### src/rtl/rv32i_dec_pkg.sv
// Shared types and constants for the RV32I decode stage.
//   fmt_e / op_e : instruction format and operation codes
//   OPC_*        : major opcode values (instr[6:0])
//   dec_t        : everything the decoder produces for one instruction
// With DEC_RV32M_EN defined, op_e also carries the eight RV32M operations.
package rv32i_dec_pkg;

    localparam logic [6:0] OPC_OP       = 7'b0110011;
    localparam logic [6:0] OPC_OP_IMM   = 7'b0010011;
    localparam logic [6:0] OPC_LOAD     = 7'b0000011;
    localparam logic [6:0] OPC_STORE    = 7'b0100011;
    localparam logic [6:0] OPC_BRANCH   = 7'b1100011;
    localparam logic [6:0] OPC_LUI      = 7'b0110111;
    localparam logic [6:0] OPC_AUIPC    = 7'b0010111;
    localparam logic [6:0] OPC_JAL      = 7'b1101111;
    localparam logic [6:0] OPC_JALR     = 7'b1100111;
    localparam logic [6:0] OPC_MISC_MEM = 7'b0001111;
    localparam logic [6:0] OPC_SYSTEM   = 7'b1110011;

    typedef enum logic [2:0] {
        FMT_R   = 3'd0,
        FMT_I   = 3'd1,
        FMT_S   = 3'd2,
        FMT_B   = 3'd3,
        FMT_U   = 3'd4,
        FMT_J   = 3'd5,
        FMT_ILL = 3'd6
    } fmt_e;

    typedef enum logic [5:0] {
        OP_ADD     = 6'd0,  OP_SUB   = 6'd1,  OP_SLL  = 6'd2,  OP_SLT   = 6'd3,
        OP_SLTU    = 6'd4,  OP_XOR   = 6'd5,  OP_SRL  = 6'd6,  OP_SRA   = 6'd7,
        OP_OR      = 6'd8,  OP_AND   = 6'd9,
        OP_ADDI    = 6'd10, OP_SLTI  = 6'd11, OP_SLTIU = 6'd12, OP_XORI = 6'd13,
        OP_ORI     = 6'd14, OP_ANDI  = 6'd15, OP_SLLI = 6'd16, OP_SRLI  = 6'd17,
        OP_SRAI    = 6'd18,
        OP_LB      = 6'd19, OP_LH    = 6'd20, OP_LW   = 6'd21, OP_LBU   = 6'd22,
        OP_LHU     = 6'd23,
        OP_SB      = 6'd24, OP_SH    = 6'd25, OP_SW   = 6'd26,
        OP_BEQ     = 6'd27, OP_BNE   = 6'd28, OP_BLT  = 6'd29, OP_BGE   = 6'd30,
        OP_BLTU    = 6'd31, OP_BGEU  = 6'd32,
        OP_LUI     = 6'd33, OP_AUIPC = 6'd34, OP_JAL  = 6'd35, OP_JALR  = 6'd36,
        OP_FENCE   = 6'd37, OP_ECALL = 6'd38, OP_EBREAK = 6'd39,
        OP_ILLEGAL = 6'd40
`ifdef DEC_RV32M_EN
        ,
        OP_MUL     = 6'd41, OP_MULH  = 6'd42, OP_MULHSU = 6'd43, OP_MULHU = 6'd44,
        OP_DIV     = 6'd45, OP_DIVU  = 6'd46, OP_REM  = 6'd47, OP_REMU  = 6'd48
`endif
    } op_e;

    typedef struct packed {
        logic [4:0]  rs1;
        logic [4:0]  rs2;
        logic [4:0]  rd;
        logic [31:0] imm;
        fmt_e        fmt;
        op_e         op;
        logic        op2_sel;
        logic        rs1_en;
        logic        rs2_en;
        logic        rd_we;
        logic        illegal;
    } dec_t;

endpackage

### src/rtl/rv32i_dec_comb.sv
// Combinational RV32I instruction decoder.
//   i_instr : raw 32-bit instruction word
//   o_dec   : decoded fields, immediate, format, operation and enables
// Register fields are always the raw instr slices; enables say which are live.
// Optional RV32M decode is compiled in with DEC_RV32M_EN.
module rv32i_dec_comb
    import rv32i_dec_pkg::*;
(
    input  logic [31:0] i_instr,
    output dec_t        o_dec
);

    logic [6:0] w_opc;
    logic [2:0] w_f3;
    logic [6:0] w_f7;
    logic       w_legal;
    fmt_e       w_fmt;
    op_e        w_op;

    assign w_opc = i_instr[6:0];
    assign w_f3  = i_instr[14:12];
    assign w_f7  = i_instr[31:25];

    // Format and operation selection; any unrecognised combination clears w_legal.
    always_comb begin
        w_legal = 1'b1;
        w_fmt   = FMT_ILL;
        w_op    = OP_ILLEGAL;
        case (w_opc)
            OPC_OP: begin
                w_fmt = FMT_R;
                case (w_f7)
                    7'b0000000: begin
                        case (w_f3)
                            3'b000:  w_op = OP_ADD;
                            3'b001:  w_op = OP_SLL;
                            3'b010:  w_op = OP_SLT;
                            3'b011:  w_op = OP_SLTU;
                            3'b100:  w_op = OP_XOR;
                            3'b101:  w_op = OP_SRL;
                            3'b110:  w_op = OP_OR;
                            default: w_op = OP_AND;
                        endcase
                    end
                    7'b0100000: begin
                        if (w_f3 == 3'b000)      w_op = OP_SUB;
                        else if (w_f3 == 3'b101) w_op = OP_SRA;
                        else                     w_legal = 1'b0;
                    end
`ifdef DEC_RV32M_EN
                    7'b0000001: begin
                        case (w_f3)
                            3'b000:  w_op = OP_MUL;
                            3'b001:  w_op = OP_MULH;
                            3'b010:  w_op = OP_MULHSU;
                            3'b011:  w_op = OP_MULHU;
                            3'b100:  w_op = OP_DIV;
                            3'b101:  w_op = OP_DIVU;
                            3'b110:  w_op = OP_REM;
                            default: w_op = OP_REMU;
                        endcase
                    end
`endif
                    default: w_legal = 1'b0;
                endcase
            end
            OPC_OP_IMM: begin
                w_fmt = FMT_I;
                case (w_f3)
                    3'b000: w_op = OP_ADDI;
                    3'b010: w_op = OP_SLTI;
                    3'b011: w_op = OP_SLTIU;
                    3'b100: w_op = OP_XORI;
                    3'b110: w_op = OP_ORI;
                    3'b111: w_op = OP_ANDI;
                    3'b001: begin
                        if (w_f7 == 7'b0000000) w_op = OP_SLLI;
                        else                    w_legal = 1'b0;
                    end
                    default: begin
                        if (w_f7 == 7'b0000000)      w_op = OP_SRLI;
                        else if (w_f7 == 7'b0100000) w_op = OP_SRAI;
                        else                         w_legal = 1'b0;
                    end
                endcase
            end
            OPC_LOAD: begin
                w_fmt = FMT_I;
                case (w_f3)
                    3'b000:  w_op = OP_LB;
                    3'b001:  w_op = OP_LH;
                    3'b010:  w_op = OP_LW;
                    3'b100:  w_op = OP_LBU;
                    3'b101:  w_op = OP_LHU;
                    default: w_legal = 1'b0;
                endcase
            end
            OPC_STORE: begin
                w_fmt = FMT_S;
                case (w_f3)
                    3'b000:  w_op = OP_SB;
                    3'b001:  w_op = OP_SH;
                    3'b010:  w_op = OP_SW;
                    default: w_legal = 1'b0;
                endcase
            end
            OPC_BRANCH: begin
                w_fmt = FMT_B;
                case (w_f3)
                    3'b000:  w_op = OP_BEQ;
                    3'b001:  w_op = OP_BNE;
                    3'b100:  w_op = OP_BLT;
                    3'b101:  w_op = OP_BGE;
                    3'b110:  w_op = OP_BLTU;
                    3'b111:  w_op = OP_BGEU;
                    default: w_legal = 1'b0;
                endcase
            end
            OPC_LUI:   begin w_fmt = FMT_U; w_op = OP_LUI;   end
            OPC_AUIPC: begin w_fmt = FMT_U; w_op = OP_AUIPC; end
            OPC_JAL:   begin w_fmt = FMT_J; w_op = OP_JAL;   end
            OPC_JALR: begin
                w_fmt = FMT_I;
                if (w_f3 == 3'b000) w_op = OP_JALR;
                else                w_legal = 1'b0;
            end
            OPC_MISC_MEM: begin
                w_fmt = FMT_I;
                if (w_f3 == 3'b000) w_op = OP_FENCE;
                else                w_legal = 1'b0;
            end
            OPC_SYSTEM: begin
                // Only the exact ECALL / EBREAK words are supported (no CSR ops).
                w_fmt = FMT_I;
                if (i_instr[31:7] == 25'h0000000)      w_op = OP_ECALL;
                else if (i_instr[31:7] == 25'h0002000) w_op = OP_EBREAK;
                else                                   w_legal = 1'b0;
            end
            default: w_legal = 1'b0;
        endcase
    end

    // Immediate, enables and the illegal override.
    always_comb begin
        o_dec         = '0;
        o_dec.rs1     = i_instr[19:15];
        o_dec.rs2     = i_instr[24:20];
        o_dec.rd      = i_instr[11:7];
        o_dec.fmt     = FMT_ILL;
        o_dec.op      = OP_ILLEGAL;
        o_dec.illegal = 1'b1;
        if (w_legal) begin
            o_dec.fmt     = w_fmt;
            o_dec.op      = w_op;
            o_dec.illegal = 1'b0;
            case (w_fmt)
                FMT_I:   o_dec.imm = {{20{i_instr[31]}}, i_instr[31:20]};
                FMT_S:   o_dec.imm = {{20{i_instr[31]}}, i_instr[31:25], i_instr[11:7]};
                FMT_B:   o_dec.imm = {{19{i_instr[31]}}, i_instr[31], i_instr[7],
                                      i_instr[30:25], i_instr[11:8], 1'b0};
                FMT_U:   o_dec.imm = {i_instr[31:12], 12'b0};
                FMT_J:   o_dec.imm = {{11{i_instr[31]}}, i_instr[31], i_instr[19:12],
                                      i_instr[20], i_instr[30:21], 1'b0};
                default: o_dec.imm = 32'd0;
            endcase
            o_dec.rs1_en  = (w_fmt != FMT_U) && (w_fmt != FMT_J);
            o_dec.rs2_en  = (w_fmt == FMT_R) || (w_fmt == FMT_S) || (w_fmt == FMT_B);
            o_dec.op2_sel = (w_fmt == FMT_I) || (w_fmt == FMT_S) ||
                            (w_fmt == FMT_U) || (w_fmt == FMT_J);
            o_dec.rd_we   = (i_instr[11:7] != 5'd0) &&
                            (w_fmt != FMT_S) && (w_fmt != FMT_B) &&
                            (w_op != OP_FENCE) && (w_op != OP_ECALL) && (w_op != OP_EBREAK);
        end
    end

endmodule

### src/rtl/rv32i_decode_stage.sv
// Registered RV32I decode stage between fetch and execute.
//   in_valid/in_ready/in_instr/in_pc  : fetch-side handshake
//   out_valid/out_ready/out_*          : execute-side handshake and decoded fields
//   flush                              : drop everything held and incoming
//   ill_cnt                            : saturating count of accepted illegal words
// Two-entry skid buffer (main + skid) so in_ready comes only from the state
// register. Optional RV32M decode: define DEC_RV32M_EN.
module rv32i_decode_stage
    import rv32i_dec_pkg::*;
#(
    parameter int PC_W      = 32,
    parameter int ILL_CNT_W = 16
) (
    input  logic                 clk,
    input  logic                 reset,
    input  logic                 in_valid,
    output logic                 in_ready,
    input  logic [31:0]          in_instr,
    input  logic [PC_W-1:0]      in_pc,
    input  logic                 flush,
    output logic                 out_valid,
    input  logic                 out_ready,
    output logic [PC_W-1:0]      out_pc,
    output logic [4:0]           out_rs1,
    output logic [4:0]           out_rs2,
    output logic [4:0]           out_rd,
    output logic [31:0]          out_imm,
    output logic [2:0]           out_fmt,
    output logic [5:0]           out_op,
    output logic                 out_op2_sel,
    output logic                 out_rs1_en,
    output logic                 out_rs2_en,
    output logic                 out_rd_we,
    output logic                 out_illegal,
    output logic [ILL_CNT_W-1:0] ill_cnt
);

    typedef enum logic [1:0] {
        ST_EMPTY = 2'd0,
        ST_ONE   = 2'd1,
        ST_FULL  = 2'd2
    } state_e;

    state_e                r_state;
    state_e                w_state_next;
    dec_t                  w_dec;
    dec_t                  r_main_dec;
    dec_t                  r_skid_dec;
    logic [PC_W-1:0]       r_main_pc;
    logic [PC_W-1:0]       r_skid_pc;
    logic [ILL_CNT_W-1:0]  r_ill_cnt;
    logic                  w_in_xfer;
    logic                  w_out_xfer;
    logic                  w_load_main_in;
    logic                  w_load_main_skid;
    logic                  w_load_skid_in;
    logic                  w_count_ill;

    rv32i_dec_comb u_dec (
        .i_instr (in_instr),
        .o_dec   (w_dec)
    );

    assign in_ready   = (r_state != ST_FULL);
    assign out_valid  = (r_state != ST_EMPTY);
    assign w_in_xfer  = in_valid && in_ready;
    assign w_out_xfer = out_valid && out_ready;

    // Flush wins over every handshake: nothing is loaded and the stage empties.
    always_comb begin
        w_state_next     = r_state;
        w_load_main_in   = 1'b0;
        w_load_main_skid = 1'b0;
        w_load_skid_in   = 1'b0;
        if (flush) begin
            w_state_next = ST_EMPTY;
        end else begin
            case (r_state)
                ST_EMPTY: begin
                    if (w_in_xfer) begin
                        w_load_main_in = 1'b1;
                        w_state_next   = ST_ONE;
                    end
                end
                ST_ONE: begin
                    if (w_in_xfer && !w_out_xfer) begin
                        w_load_skid_in = 1'b1;
                        w_state_next   = ST_FULL;
                    end else if (!w_in_xfer && w_out_xfer) begin
                        w_state_next   = ST_EMPTY;
                    end else if (w_in_xfer && w_out_xfer) begin
                        w_load_main_in = 1'b1;
                    end
                end
                ST_FULL: begin
                    if (w_out_xfer) begin
                        w_load_main_skid = 1'b1;
                        w_state_next     = ST_ONE;
                    end
                end
                default: w_state_next = ST_EMPTY;
            endcase
        end
    end

    assign w_count_ill = w_in_xfer && !flush && w_dec.illegal && (r_ill_cnt != '1);

    always_ff @(posedge clk) begin
        if (reset) begin
            r_state    <= ST_EMPTY;
            r_main_dec <= '0;
            r_skid_dec <= '0;
            r_main_pc  <= '0;
            r_skid_pc  <= '0;
            r_ill_cnt  <= '0;
        end else begin
            r_state <= w_state_next;
            if (w_load_main_in) begin
                r_main_dec <= w_dec;
                r_main_pc  <= in_pc;
            end else if (w_load_main_skid) begin
                r_main_dec <= r_skid_dec;
                r_main_pc  <= r_skid_pc;
            end
            if (w_load_skid_in) begin
                r_skid_dec <= w_dec;
                r_skid_pc  <= in_pc;
            end
            if (w_count_ill) begin
                r_ill_cnt <= r_ill_cnt + 1'b1;
            end
        end
    end

    assign out_pc      = r_main_pc;
    assign out_rs1     = r_main_dec.rs1;
    assign out_rs2     = r_main_dec.rs2;
    assign out_rd      = r_main_dec.rd;
    assign out_imm     = r_main_dec.imm;
    assign out_fmt     = r_main_dec.fmt;
    assign out_op      = r_main_dec.op;
    assign out_op2_sel = r_main_dec.op2_sel;
    assign out_rs1_en  = r_main_dec.rs1_en;
    assign out_rs2_en  = r_main_dec.rs2_en;
    assign out_rd_we   = r_main_dec.rd_we;
    assign out_illegal = r_main_dec.illegal;
    assign ill_cnt     = r_ill_cnt;

endmodule

### config.mk
export PLATFORM = sky130hd
export DESIGN_NAME = rv32i_decode_stage
export DESIGN_NICKNAME = d
export VERILOG_FILES = /design/src/rtl/rv32i_dec_pkg.sv /design/src/rtl/rv32i_dec_comb.sv /design/src/rtl/rv32i_decode_stage.sv
export SDC_FILE = /design/constraint.sdc
export NUM_CORES = 1
export LEC_CHECK = 0
export CAP_MARGIN = 20
export CORE_ASPECT_RATIO = 1.75
export CORE_MARGIN = 1
export CORE_UTILIZATION = 45
export CTS_CLUSTER_DIAMETER = 100
export DETAILED_ROUTE_END_ITERATION = 8
export GPL_TIMING_DRIVEN = 1
export MAX_ROUTING_LAYER = met4
export PLACE_DENSITY = 0.71
export SYNTH_ARGS = -nofsm -noshare
export SYNTH_HDL_FRONTEND = slang
export SYNTH_SLANG_ARGS = --single-unit
### constraint.sdc
create_clock -name clk -period 3.35 [get_ports clk]
set_input_delay 0.67 -clock clk [delete_from_list [all_inputs] [get_ports clk]]
set_output_delay 0.67 -clock clk [all_outputs]
set_load 0.01 [all_outputs]
# --- Yosys cells after proc, flatten, opt, wreduce, memory -nomap -nowiden ---
# Index checks and enable logic that the tools add are counted.
word_totals:
  output_inout_bits: 111
  inputBits: 69
  rom_bits: 0
  latch_bits: 0
  mem_count: 0
  ramBits: 0
  reg_bits: 204
op_classes:
  addsub: 1
  div_mod_pow: 0
  bitwise_logic: 0
  n_reduce_logical: 40
  order_cmp: 0
  eq_ne: 39
  n_mux: 54
  n_mul: 0
  shifts: 0
ops:
  columns: ["cell", "count"]
  rows:
  - ["one-hot mux 32 bit (5 select lines)", 1]
  - ["two-way mux 61 bit", 2]
  - ["one-hot mux 6 bit (11 select lines)", 1]
  - ["two-way mux 32 bit", 2]
  - ["two-way mux 46 bit", 1]
  - ["one-hot mux 6 bit (7 select lines)", 1]
  - ["two-way mux 6 bit", 6]
  - ["one-hot mux 6 bit (6 select lines)", 1]
  - ["one-hot mux 6 bit (5 select lines)", 1]
  - ["== test 7 x 6 -> 1 bit, second input constant", 4]
  - ["== test 7 bit, second input constant", 4]
  - ["one-hot mux 4 bit (7 select lines)", 1]
  - ["== test 25 x 14 -> 1 bit, second input constant", 1]
  - ["zero test 25 bit", 1]
  - ["two-way mux 1 bit", 22]
  - ["== test 3 bit, second input constant", 6]
  - ["inequality test 6 bit, second input constant", 3]
  - ["one-hot mux 3 bit (6 select lines)", 1]
  - ["one-hot mux 6 bit (3 select lines)", 1]
  - ["adder 16 x 1 -> 16 bit, second input constant", 1]
  - ["inequality test 16 bit, second input constant", 1]
  - ["== test 7 x 5 -> 1 bit, second input constant", 2]
  - ["logical AND 1 bit", 14]
  - ["== test 3 x 2 -> 1 bit, second input constant", 4]
  - ["26 further kinds", 52]

# --- Depth between registers and ports, before layout ---
logic_depth:
  ltp_word: 12
  ltp_mapped: 12
  mapped_depth_nobuf: 10

# --- Hierarchy ---
# From an unflattened synthesis, not the netlist that was laid out.
unflattened:
  cells_unflattened: 1211
  hier_area_um2: 9603.0
modules_own_cells:
  columns: ["module", "area_each_um2", "seq_area_each_um2", "n_inst", "cells_each"]
  rows:
  - ["rv32i_decode_stage", 7887.6, 4083.9, 1, 947]
  - ["rv32i_dec_comb", 1715.4, 0.0, 1, 264]

# --- Worst setup path before layout ---
# Ideal clock, no wire load.
synth_path:
  kind: "input to register"
  start: "input port in_instr[5]"
  end: "register r_ill_cnt[9], in the netlist ill_cnt[9]"
  setup_slack_ps: 378
  path_buffers: 3
  t_arrival_ps: 2902
  path_stages: 10
  cell_sequence: "buf_6 > mux2_1 > o211ai_1 > a22o_1 > or4b_4 > buf_6 > or3_4 > buf_6 > or3_1 > a21oi_1"
synth_via:
  elab_chain_cells: 6
  elab_cells_between_ends: 17
  classes_between: "eq/ne: 11; mux: 2; reduce/logical: 4"
synth_lines:
  columns: ["element", "line", "source"]
  rows:
  - ["from (decl)", "rv32i_decode_stage.sv:18", "input logic [31:0] in_instr,"]
  - ["== test 7 x 6 -> 1 bit, or another cell as far along", "rv32i_dec_comb.sv:29", "case (w_opc)"]
  - ["OR reduction 3 bit (no line) / OR reduction 2 bit (equally long branches)", null, null]
  - ["one-hot mux 1 bit (8 select lines) *", "rv32i_dec_comb.sv:29", null]
  - ["two-way mux 46 bit *", "rv32i_dec_comb.sv:152", "if (w_legal) begin"]
  - ["logical AND 1 bit * (2 in series)", "rv32i_decode_stage.sv:106", "assign w_count_ill = w_in_xfer && !flush && w_dec.illegal && (r_ill_cnt != '1);"]
  - ["to (signal assigned)", "rv32i_decode_stage.sv:130", "r_ill_cnt <= r_ill_cnt + 1'b1;"]
  - ["to (decl)", "rv32i_decode_stage.sv:51", "logic [ILL_CNT_W-1:0] r_ill_cnt;"]
# Mark *: on every way between the ends. The rest lies on a longest branch, timed or not.
# A chain may end at the register's enable or synchronous reset.

# --- Final worst setup path ---
layout_path:
  start: "input port in_instr[14]"
  end: "register r_ill_cnt[5], in the netlist ill_cnt[5]"
layout_via:
  elab_chain_cells: 8
  elab_cells_between_ends: 28
  classes_between: "eq/ne: 8; mux: 12; reduce/logical: 8"
layout_lines:
  columns: ["element", "line", "source"]
  rows:
  - ["== test 3 bit", "rv32i_dec_comb.sv:47, rv32i_dec_comb.sv:89, rv32i_dec_comb.sv:109", null]
  - ["two-way mux 1 bit", "rv32i_dec_comb.sv:47", "else if (w_f3 == 3'b101) w_op = OP_SRA;"]
  - ["two-way mux 1 bit", "rv32i_dec_comb.sv:46", "if (w_f3 == 3'b000) w_op = OP_SUB;"]
  - ["one-hot mux 1 bit (2 select lines)", "rv32i_dec_comb.sv:32", "case (w_f7)"]
  - ["one-hot mux 1 bit (8 select lines) *", "rv32i_dec_comb.sv:29", null]
  - ["two-way mux 46 bit *", "rv32i_dec_comb.sv:152", null]
  - ["logical AND 1 bit * (2 in series)", "rv32i_decode_stage.sv:106", null]
# Marks and branches as above.

==> metrics.md <==
| Metric | Value |
|---|---|
| Post-Syn Area per Cell | 7.96 sq um |
| Outcome | finished clean |
| Multiplexer share of the synthesized area | 1.35% |
| Hold Buf Count CTS | 0 |
| Yosys warnings | 0 |
| GRT met3 Usage | 2.89% |
| Worst setup EP type | flip-flop |
| Post-Synth Simple-Gate Area | 22.2% |
| Vias | 9186 |
| Share of cells above drive strength 1 | 11.8% |
| Complex-gate fraction of the synthesized area | 25.0% |
| H-tree depth | 1 |
| Placed Cells | 1572 |
| Clk Latency, worst-skew pair | 500 ps |
| Largest cells by area after synthesis | dfxtp_1, a21oi_1, nand2_1 |
| Largest family of logic cells by synthesized area | compound AO/OA/AOI/OAI gates |
| WL per Instance | 18.5 um |
| Synth Register Bits | 204 |
| CP max stage cell | clkdlybuf4s50_1 |
| Drt pass-1 iters | 5 |
| Unique masters post-synth | 65 |
| Initial DRC Count | 634 |
| Clk sinks | 204 |
| Cell area after synthesis | 9010 sq um |
| Crit path kind | primary input to flip-flop |
| Fin crit share | 94.2% |
| Max VDD drop | 0.000400 V |
| TritonCTS clock tree | done |
| Met1 Resource Use GR | 31.4% |
| End of the critical path | ill_cnt[5] |
| Most Frequent Cell on Critical Path | buf_4 |
| R2R cell count | 9 |
| DP HPWL | 21300 um |
| Via density per instance | 5.72 |
| FILL cells | 1770 |
| Nets | 1421 |
| Die ar. | 20600 sq um |
| Largest net degree at the start of global routing | 85 |
| R2R Setup Slk | 730 ps |
| Total power | 5.40 mW |
| First-pass GRT wire length | 46200 um |
| Post-synth EDFFs | 0 |
| Max Cap Viol | 0 |
| Storage cell area | 4080 sq um |
| RSZ-0062 raised after global routing | no |
| Yosys top cell area share | 45.3% |
| Clk root buf | clkbuf_16 |
| Worst-Margin Slew | 638 ps |
| I/O pins | 180 |
| FP Rows | 68 |
| Sequential area share after synthesis | 45.3% |
| Post-Syn Nets | 1204 |
| Vias in the first global route | 9015 |
| Startpoint types | primary input |
| Asr flop ratio synth | 0% |
| Remaining DRCs | 0 |
| Synth Area in Adders | 0.417% |
| Crit path max fanout | 8 |
| Clock period minus worst slack | 3150 ps |
| Total grt overflow | 0 |
| XOR/XNOR share of the synthesized area | 0.875% |
| GP Congestion | 0.978 |
| Met2 usage | 52.9% |
| Final setup violating endpoints | 0 |
| Required time worst endpoint | 3770 ps |
| Fin. Hold Viols | 0 |
| Max clock buf depth | 3 |
| CTS Buf Count | 20 |
| Busiest grt layer | met2 |
| Synth area leader | dfxtp_1 |
| Remaining antenna violation count | 0 |
| Initial antenna violation count | 0 |
| Footprint of the multi-input gates | 4530 sq um |
| Lkg Pwr | 4.24 nW |
| Post-CTS setup buffers | 0 |
| Initial core utilization | 45.8% |
| Hold WC Path Type | flip-flop to flip-flop |
| FF-to-FF Start | r_state[0] |
| IO buf count | 179 |
| Worst reg2reg endpoint | r_skid_dec[32] |
| Cells after Synth | 1132 |
| Final max-slew violation count | 0 |
| Prevailing post-synth register cell | dfxtp_1 |
| Area Growth Syn to Fin | 37.3% |
| Slew HR | 57.5% |
| Worst Path Arrival | 3570 ps |
| CP max stage delay | 560 ps |
| Fmax achieved | 0.317 GHz |
| Horiz. Die Dim | 109 um |
| Non-filler instance count after layout | 1606 |
| Diode count | 0 |
| Cts repair resizes | 0 |
| Worst-path clk slew | 60 ps |
| Core area | 19700 sq um |
| Overall die height | 189 um |
| WL final | 29700 um |
| All-Layer GR Usage | 29.3% |
| Critical path origin | in_instr[14] |
| Critical-path cell list | clkdlybuf4s50_1, buf_4, nor2b_1, o31ai_1, a22o_1, or4b_4, or3_4, buf_4, or3_1, a21oi_1 |
| Clock Skew | 20.6 ps |
| Pwr per Cell Area | 437 nW/um^2 |
-- worst min path at each step --
stage / from / endpoint / slack (ps) / cells after the start
6_report: out_pc[16] / out_pc[16] / 450 / 2
3_3_place_gp: r_skid_dec[26] / r_skid_dec[26] / 430 / 2
4_1_cts: r_skid_pc[18] / r_skid_pc[18] / 460 / 2
3_5_place_dp: r_skid_pc[18] / r_skid_pc[18] / 450 / 2
2_1_floorplan: r_skid_dec[26] / r_skid_dec[26] / 420 / 2
5_1_grt: out_pc[22] / out_pc[22] / 470 / 2
-- through the flow --
step	hold slack [ps]	setup slack (ps)	area, sq um	util (%)	setup TNS [ps]
3_5_place_dp	446	-300	11700	59.5	-3210
5_1_grt	468	91.4	12400	62.9	0
3_3_place_gp	434	-241	11700	59.5	-2190
2_1_floorplan	425	378	9010	-	0
6_report	454	195	12400	62.9	0
4_1_cts	455	209	12400	62.9	0
-- critical path, delay by kind of cell --
family,cells,cell delay (ps)
AND/OR/NAND/NOR,4,1490
AO/OA/AOI/OAI,3,470
buffers and inverters,3,940
-- placed cells by master (no fill, tap or decap), drive strengths merged, types with 7 or more instances in the layout --
cell type / synthesis / routed
nand3b: 8 / 8
o22ai: 16 / 16
inv: 9 / 11
o21ai: 25 / 25
nor3: 24 / 24
nor2: 85 / 85
a22oi: 78 / 78
a222oi: 7 / 7
clkbuf: 74 / 27
clkdlybuf4s50: 0 / 178
a211oi: 21 / 21
nand3: 17 / 17
nor4: 9 / 9
mux2i: 11 / 11
a21oi: 172 / 172
nand2b: 10 / 10
nand2: 223 / 223
dfxtp: 204 / 204
buf: 21 / 112
or3: 10 / 10
nand4: 9 / 9
-- cell usage after synthesis, drive strengths merged (4+ instances only) --
library cell and count:
nand2 223, dfxtp 204, a21oi 172, nor2 85, a22oi 78, clkbuf 74
o21ai 25, nor3 24, a211oi 21, buf 21, nand3 17, o22ai 16
mux2i 11, nand2b 10, or3 10, inv 9, nand4 9, nor4 9
nand3b 8, a222oi 7, and3 6, nor2b 6, o31ai 6, a22o 5
nor4b 5, xnor2 5, o211ai 4, or2 4, xor2 4
-- area by class of cell --
class | instances | share of cell area, %
flip-flops and latches | 204 | 33.0
clock buffers | 27 | 4.50
clock inverters | 7 | 0.880
repair buffers | 290 | 22.2
well taps | 245 | 2.48
multi-input cells | 824 | 36.7
inverters | 9 | 0.273
-- layer usage --
layer | vias up | part of all wire, %
li1 | 4473 | -
met1 | 4348 | 37
met2 | 286 | 54
met3 | 79 | 4.3
met4 | 0 | 4.8
met5 | - | 0
-- sequential cells by signal, summed over array words and instances (netlist names) --
name and count:
out_rs1 5, out_imm 32, out_rd_we 1, ill_cnt 16, out_rs2_en 1, out_pc 32
out_illegal 1, r_state 2, out_rs2 5, out_fmt 3, r_skid_dec 61, out_rd 5
r_skid_pc 32, out_rs1_en 1, out_op2_sel 1, out_op 6
-- where the power goes --
group,internal (mW),switching [mW],total [mW]
clock,1.34,0.965,2.30
combinational,0.286,0.312,0.598
sequential,2.47,0.0298,2.50
total,4.10,1.31,5.40
-- logic make-up after synthesis --
family	Yosys count
DFF	204
AOI/OAI and AO/OA	362
adders and majority gates	3
and+or+nand+nor	438
buffers and inverters	104
xor gates and xnor gates	9
muxes	12
Note: power is estimated with default switching activity, not from simulation.
